===== src/rtl/symbol_decoder.sv =====
// rtl/symbol_decoder.sv - multi-symbol arithmetic decoder: icdf search against a registered CDF memory, bitwise renormalisation
module symbol_decoder #(
    parameter int RANGE_WIDTH  = 16,
    parameter int SYMBOL_WIDTH = 4
) (
    input  logic                    clk,
    input  logic                    reset,
    input  logic                    init,
    input  logic                    bit_in,
    input  logic                    bit_valid,
    output logic                    bit_ready,
    input  logic                    sym_req,
    input  logic [SYMBOL_WIDTH:0]   nsyms,
    output logic                    sym_req_ready,
    output logic [SYMBOL_WIDTH-1:0] icdf_addr,
    input  logic [RANGE_WIDTH-1:0]  icdf_data,
    output logic [SYMBOL_WIDTH-1:0] sym_out,
    output logic                    sym_valid
);

    localparam int RW   = RANGE_WIDTH;
    localparam int SW   = SYMBOL_WIDTH;
    localparam int CW   = RW + 1;
    localparam int PW   = 2 * RW;
    localparam int CNTW = $clog2(RW);

    localparam logic [RW-1:0]   RNG_INIT  = {1'b1, {(RW-1){1'b0}}};
    localparam logic [SW:0]     N_ONE     = {{SW{1'b0}}, 1'b1};
    localparam logic [SW:0]     N_MAX     = {1'b1, {SW{1'b0}}};
    localparam logic [SW:0]     ADDR_LAST = {1'b0, {SW{1'b1}}};
    localparam logic [SW-1:0]   ADDR_ONE  = {{(SW-1){1'b0}}, 1'b1};
    localparam logic [CNTW-1:0] CNT_ONE   = {{(CNTW-1){1'b0}}, 1'b1};
    localparam logic [CNTW-1:0] FILL_LAST = CNTW'(RW - 2);

    typedef enum logic [2:0] {
        UNINIT = 3'd0,
        FILL   = 3'd1,
        IDLE   = 3'd2,
        SEARCH = 3'd3,
        RENORM = 3'd4,
        DONE   = 3'd5
    } state_t;

    state_t          state_q, state_d;
    logic [RW-1:0]   rng_q, rng_d;
    logic [RW-1:0]   val_q, val_d;
    logic [RW-1:0]   prev_q, prev_d;
    logic [SW:0]     k_q, k_d;
    logic [SW:0]     n_q, n_d;
    logic [SW-1:0]   sym_q, sym_d;
    logic [CNTW-1:0] cnt_q, cnt_d;

    logic [SW:0]     n_sat;
    logic [SW:0]     rem;
    logic [PW-1:0]   prod;
    logic [CW-1:0]   cur;
    logic [RW-1:0]   stop_rng;
    logic [SW-1:0]   addr_next;
    logic            last_k;
    logic            val_lt_cur;

    always_comb begin
        if (nsyms <= N_ONE) begin
            n_sat = N_ONE;
        end else if (nsyms > N_MAX) begin
            n_sat = N_MAX;
        end else begin
            n_sat = nsyms;
        end
    end

    // Boundary for symbol k: scaled icdf plus the minimum-probability floor of the symbols above k.
    assign prod       = PW'(rng_q >> 8) * PW'(icdf_data >> 6);
    assign rem        = n_q - k_q - N_ONE;
    assign last_k     = (k_q == n_q - N_ONE);
    assign cur        = last_k ? '0 : CW'(prod >> 1) + CW'({rem, 2'b00});
    assign val_lt_cur = {1'b0, val_q} < cur;
    assign stop_rng   = prev_q - cur[RW-1:0];
    assign addr_next  = (k_q >= ADDR_LAST) ? ADDR_LAST[SW-1:0] : k_q[SW-1:0] + ADDR_ONE;

    always_ff @(posedge clk or posedge reset) begin
        if (reset) begin
            state_q <= UNINIT;
            rng_q   <= RNG_INIT;
            val_q   <= '0;
            prev_q  <= '0;
            k_q     <= '0;
            n_q     <= '0;
            sym_q   <= '0;
            cnt_q   <= '0;
        end else begin
            state_q <= state_d;
            rng_q   <= rng_d;
            val_q   <= val_d;
            prev_q  <= prev_d;
            k_q     <= k_d;
            n_q     <= n_d;
            sym_q   <= sym_d;
            cnt_q   <= cnt_d;
        end
    end

    always_comb begin
        state_d = state_q;
        rng_d   = rng_q;
        val_d   = val_q;
        prev_d  = prev_q;
        k_d     = k_q;
        n_d     = n_q;
        sym_d   = sym_q;
        cnt_d   = cnt_q;
        if (init) begin
            state_d = FILL;
            rng_d   = RNG_INIT;
            val_d   = '0;
            cnt_d   = '0;
        end else begin
            case (state_q)
                FILL: begin
                    if (bit_valid) begin
                        val_d = {val_q[RW-2:0], ~bit_in};
                        cnt_d = cnt_q + CNT_ONE;
                        if (cnt_q == FILL_LAST) begin
                            state_d = IDLE;
                        end
                    end
                end
                IDLE: begin
                    if (sym_req) begin
                        n_d     = n_sat;
                        k_d     = '0;
                        prev_d  = rng_q;
                        state_d = SEARCH;
                    end
                end
                SEARCH: begin
                    if (val_lt_cur) begin
                        prev_d = cur[RW-1:0];
                        k_d    = k_q + N_ONE;
                    end else begin
                        sym_d   = k_q[SW-1:0];
                        rng_d   = stop_rng;
                        val_d   = val_q - cur[RW-1:0];
                        state_d = stop_rng[RW-1] ? DONE : RENORM;
                    end
                end
                RENORM: begin
                    if (bit_valid) begin
                        rng_d = {rng_q[RW-2:0], 1'b0};
                        val_d = {val_q[RW-2:0], ~bit_in};
                        if (rng_q[RW-2]) begin
                            state_d = DONE;
                        end
                    end
                end
                DONE: begin
                    state_d = IDLE;
                end
                default: begin
                    state_d = state_q;
                end
            endcase
        end
    end

    always_comb begin
        bit_ready     = 1'b0;
        sym_req_ready = 1'b0;
        sym_valid     = 1'b0;
        icdf_addr     = '0;
        case (state_q)
            FILL, RENORM: bit_ready     = 1'b1;
            IDLE:         sym_req_ready = 1'b1;
            SEARCH:       icdf_addr     = addr_next;
            DONE:         sym_valid     = 1'b1;
            default:      bit_ready     = 1'b0;
        endcase
    end

    assign sym_out = sym_q;

endmodule


===== config.mk =====
export PLATFORM = sky130hd
export DESIGN_NAME = symbol_decoder
export DESIGN_NICKNAME = d
export VERILOG_FILES = /design/src/rtl/symbol_decoder.sv
export SDC_FILE = /design/constraint.sdc
export NUM_CORES = 1
export LEC_CHECK = 0
export CAP_MARGIN = 20
export CORE_UTILIZATION = 51
export CTS_CLUSTER_SIZE = 20
export DETAILED_ROUTE_END_ITERATION = 8
export PLACE_DENSITY = 0.72
export REMOVE_ABC_BUFFERS = 1
export SLEW_MARGIN = 5
export SYNTH_ARGS = -nofsm -noshare
export SYNTH_HDL_FRONTEND = slang
export SYNTH_SLANG_ARGS = --single-unit
export TNS_END_PERCENT = 30

===== constraint.sdc =====
create_clock -name clk -period 6.79 [get_ports clk]
set_input_delay 1.358 -clock clk [delete_from_list [all_inputs] [get_ports clk]]
set_output_delay 1.358 -clock clk [all_outputs]
set_load 0.005 [all_outputs]

Word level (Yosys, flattened, before mapping)
Index checks and enable logic that the tools add are counted.
Storage, ports and cells
  output and inout bits: 11
  register bits after elaboration: 69
  logic and storage cells: 89
  bits of input ports: 27
Operators by class
  $add $sub $neg: 9
  $lt $le $gt $ge: 4
  eq/ne operators: 16
  bitwise gates (word level): 3
  multipliers: 1
  mux-type cells: 34
  reductions and logical operators: 14
Operators with widths (number)
  $mux 16: 8
  $pmux 16 s2: 3
  $sub 16x16->16: 2
  $mux 3: 7
  $mux 4: 5
  $mux 5: 4
  $mul 8x10->18: 1
  $ne 3x3->1 const B: 6
  $add 17x7->17: 1
  $lt 16x17->1: 1
  $mux 17: 1
  $pmux 3 s5: 1
  $reduce_and 3->1: 4
  $pmux 5 s2: 1
  $sub 5x1->5 const B: 2
  $add 4x1->4 const B: 2
  $reduce_and 7->1: 1
  $eq 3x2->1 const B: 2
  $eq 3x3->1 const B: 2
  $reduce_bool 2->1: 3
  $reduce_bool 3->1: 2
  $reduce_bool 6->1: 1
  $add 5x1->5 const B: 1
  $eq 5x5->1: 1
  other kinds (13): 19

Depth between registers and ports, before layout
  depth in word-level cells: 9
  mapped depth: 35
  mapped depth without buffers: 32

Worst setup path after synthesis
OpenSTA, ideal clock, no wires.
  kind: input-to-reg
  start: input icdf_data[10]
  end: register prev_q[15]
  arrival: 7.988 ns
  buffers on the path: 3
  stages on the path: 30
  setup slack: -1.339 ns
  data required time: 6.649 ns
  library setup time: 0.141 ns
  cells stage by stage: and2_1 fa_1 inv_1 fa_1 inv_1 fa_1 inv_1 fa_1 inv_1 ha_1 buf_2 a21o_1 a31oi_1 mux2i_1 nor3b_1 and4_1 xnor2_1 nand2_1 ha_1 a211o_1 a211oi_2 o21ai_0 o21ai_0 a311oi_1 o41ai_1 a22oi_1 nand2_1 buf_2 buf_1 a31oi_1
On the way
  longest elaborated chain between the ends: 6
  elaborated cells between the ends (all ways): 8
  classes of those cells: 1 x add/sub; 1 x mul; 1 x order compare; 1 x eq/ne; 3 x mux; 1 x reduce/logical
RTL lines
  start, declared: line 16  | input logic [RANGE_WIDTH-1:0] icdf_data,
  $mul 8x10->18 *: line 73  | assign prod = PW'(rng_q >> 8) * PW'(icdf_data >> 6);
  $add 17x7->17 *: line 76  | assign cur = last_k ? '0 : CW'(prod >> 1) + CW'({rem, 2'b00});
  $mux 17 *: line 76
  $lt 16x17->1: line 77  | assign val_lt_cur = {1'b0, val_q} < cur;
  $ne 2x2->1 (no source line)
  $reduce_and 4->1 (no source line)
  end signal, assigned: line 95  | prev_q <= prev_d;
  end, declared: line 47  | logic [RW-1:0] prev_q, prev_d;
Mark *: on every way between the ends. The rest lies on a longest branch, timed or not. The select of a mux whose other input is x is not followed.
A chain may end at the register's enable or synchronous reset.

Worst setup path in the final report
  start: input icdf_data[14]
  end: register rng_q[0]
On the way
  longest elaborated chain between the ends: 6
RTL lines
  $mul 8x10->18: line 73
  $add 17x7->17: line 76
  $mux 17: line 76
  $lt 16x17->1: line 77
  $ne 3x3->1 (no source line)
  $reduce_and 3->1 (no source line)
  end signal, assigned: line 93  | rng_q <= rng_d;
  end, declared: line 45  | logic [RW-1:0] rng_q, rng_d;
No other way between the ends.

==> results.toml <==
[floorplan]
dieWidth_microns = 129.5
start_util_pct = 52.23
rows = 46
io_pins = 38
die_h_microns = 129.5
die_area_sq_um = 16780
core-area_sq_um = 15890

[sta]
fmax_ghz = 0.1292
fin_setup_tns_ns = -46.48
rsz0062_at_grt = "true"
setup_ws_ns = -0.9478
setup_violations = 60
skew_ns = 0.01016
layout_min_cycle_time_ns = 7.738
period_share_pct = 114.0
maxSlewHeadroom_pct = 37.53
worst_slew_pin_slew_ns = 0.9371
slew_viol_final = 0
hold_viol = 0

[setup_path]
crit_fanout = 8
crit_path_end_kind = "register"
slowest_delay_ns = 0.56
crit_start = "icdf_data[14]"
crit_required_ns = 7.02
r2r_start = "rng_q[12]$_DFFE_PP0P_"
crit_arrival_ns = 7.96
crit_type = "in2reg"
cp-start-kind = "primary input"
slowest_stage = "fa_1"

[clock_tree]
clockBufferDepth = 2
cts_max_level = 3
clk_pin_slew_ns = 0.06
clk_latency_ns = 0.34
cts_root_buf = "clkbuf_16"
cts.sinks = 69
cts_hold_buf = 0
cts_tree = "built"
numCtsBuffers = 9

[global_routing]
grt_max_degree = 70
grt_usage_pct = 30.74
grt.overflow.total = 0
grt_first_pass_wirelength_mm = 40.32
antenna_found_initial = 0
grt_pass1_vias = 8379

[hold_path]
hp-class = "reg2reg"
min_from = "prev_q[10]$_DFFE_PP0P_"

[synth]
ys_seq_area_share_pct = 20.83
avgSynthCellArea_sq_um = 8.347
synth_edf_count = 0
syn-cell-area_sq_um = 8297
synth.distinct_cells = 70
ys_async_sr_fraction_pct = 100.0
yosys_warnings = 0
synthFlopType = "dfrtp_1"
synth_cells = 994
synth-seq-cells = 69

[layout]
final_layout_size_suffix_gt1_share_pct = 32.84
n_antenna_cell = 0
area_delta_synth_final_pct = 40.57
seqCellArea_sq_um = 1728
num-fill-cells = 1098
layout_common_cells = "buf_4, inv_1, nand2_1, nor2_1, ha_1"
final_nets = 1375
layout_commonest_cell = "buf_4"
multi_input_area_sq_um = 6838

[drt]
ant_nets = 0
dr.pass1.iters = 5
drtIter0Drc = 504
viasPerCell = 5.833
finalWirelength_mm = 25.80
drc = 0
wl_per_cell_microns = 17.99
vias = 8365

[run_status]
outcome = "complete, but fails checks"
violations = "setup timing"

[placed_design]
place.gp.congestion = 0.8916
io_buffers = 31
dp_hpwl_mm = 16.43

[job]
cap_viol_max_count = 0
logic make-up (layout without fill, tap and decap cells):
family                   count (synthesis)  count (layout)  synth area share, %
adder cells (fa/ha/maj)                135             135                25.06
multiplexers                            18              18                2.383
flip-flops                              69              69                20.83
AO/OA/AOI/OAI                          238             238                19.15
AND/OR/NAND/NOR                        343             343                20.53
buffers and inverters                  139             363                6.394
XOR/XNOR                                52              52                5.655
final cells by class:
type                    count  share of cell area, %
clock inverters             7                 0.8476
clock buffers               9                  1.931
inverters                 100                  3.219
flip-flops and latches     69                  14.82
multi-input cells         786                  58.63
well taps                 216                  2.317
repair buffers            247                  18.24
sequential cells by signal, summed over array words and instances (netlist names):
name,flops
prev_q,16
k_q,5
sym_out,4
n_q,5
rng_q,16
cnt_q,4
val_q,16
state_q,3
synth_stat cells, types with 7 or more instances:
library cell  number  area (sq um)
nand3_1           14         70.07
o41ai_1           11         96.34
xor2_1            18         157.7
nand2b_1          23         143.9
o31ai_1           15         112.6
mux2_2            14         157.7
inv_1            100         375.4
buf_2              7         35.03
a211oi_1          10         75.07
a21o_1            21         157.7
nand2_1          102         382.9
clkbuf_1          30         112.6
o21ai_0           45         225.2
a31oi_1           10         62.56
dfrtp_1           68          1702
xnor2_1           33         289.0
fa_1              52          1041
nor2_1            81         304.0
and2_1            60         375.4
o21a_1             7         52.55
nor3_1            18         90.09
and3_1             8         50.05
a21oi_1           67         335.3
ha_1              83          1039
metal layers:
layer  vias up  GRT usage (%)  part of all wire [%]
met3        93          3.509                   4.8
met4         0          15.53                   4.2
met2       312          52.47                    49
li1       3855              -                     -
met5         -              0                     0
met1      4105          38.60                    42
worst paths after layout:
| check | end | slack [ns] | cells past startpoint |
|---|---|---|---|
| max in group asynchronous | val_q[1]$_DFFE_PP0P_ | 4.55 | 3 |
| setup / recovery | rng_q[0]$_DFFE_PP0P_ | -0.95 | 30 |
| hold / removal | prev_q[10]$_DFFE_PP0P_ | 0.50 | 1 |
| min in group asynchronous | cnt_q[0]$_DFFE_PP0P_ | 1.61 | 3 |
| setup reg to reg | rng_q[0]$_DFFE_PP0P_ | -0.45 | 28 |
| hold reg to reg | prev_q[10]$_DFFE_PP0P_ | 0.50 | 1 |
per-stage QoR:
step,cells,util (%),cell area [sq um],hold WS (ns),setup slack [ns]
6_report,1434,73.42,11660,0.5034,-0.9478
5_1_grt,1434,73.42,11660,0.5328,-1.080
4_1_cts,1434,71.99,11440,0.5049,-0.5911
3_5_place_dp,1387,63.89,10150,0.4923,-1.930
3_3_place_gp,1387,63.89,10150,0.4880,-1.671
2_1_floorplan,955,-,8142,0.4655,-1.771
worst max-delay path, delay by kind of cell:
| family | cells | cell delay (ns) |
|---|---|---|
| fa+ha+maj | 6 | 2.52 |
| compound gates | 9 | 2.00 |
| buf+inv | 8 | 1.04 |
| simple gates | 5 | 0.69 |
| xor+xnor | 2 | 0.32 |
timing repair:
action,CTS,global route
setup buffers,27,3
gates resized for setup,187,63
cloned,7,0
pin swaps,86,14
setup endpoints to repair,60,60
Power is not shown: default switching activity piles up to over one toggle a cycle in this logic, so the estimate is an artifact.
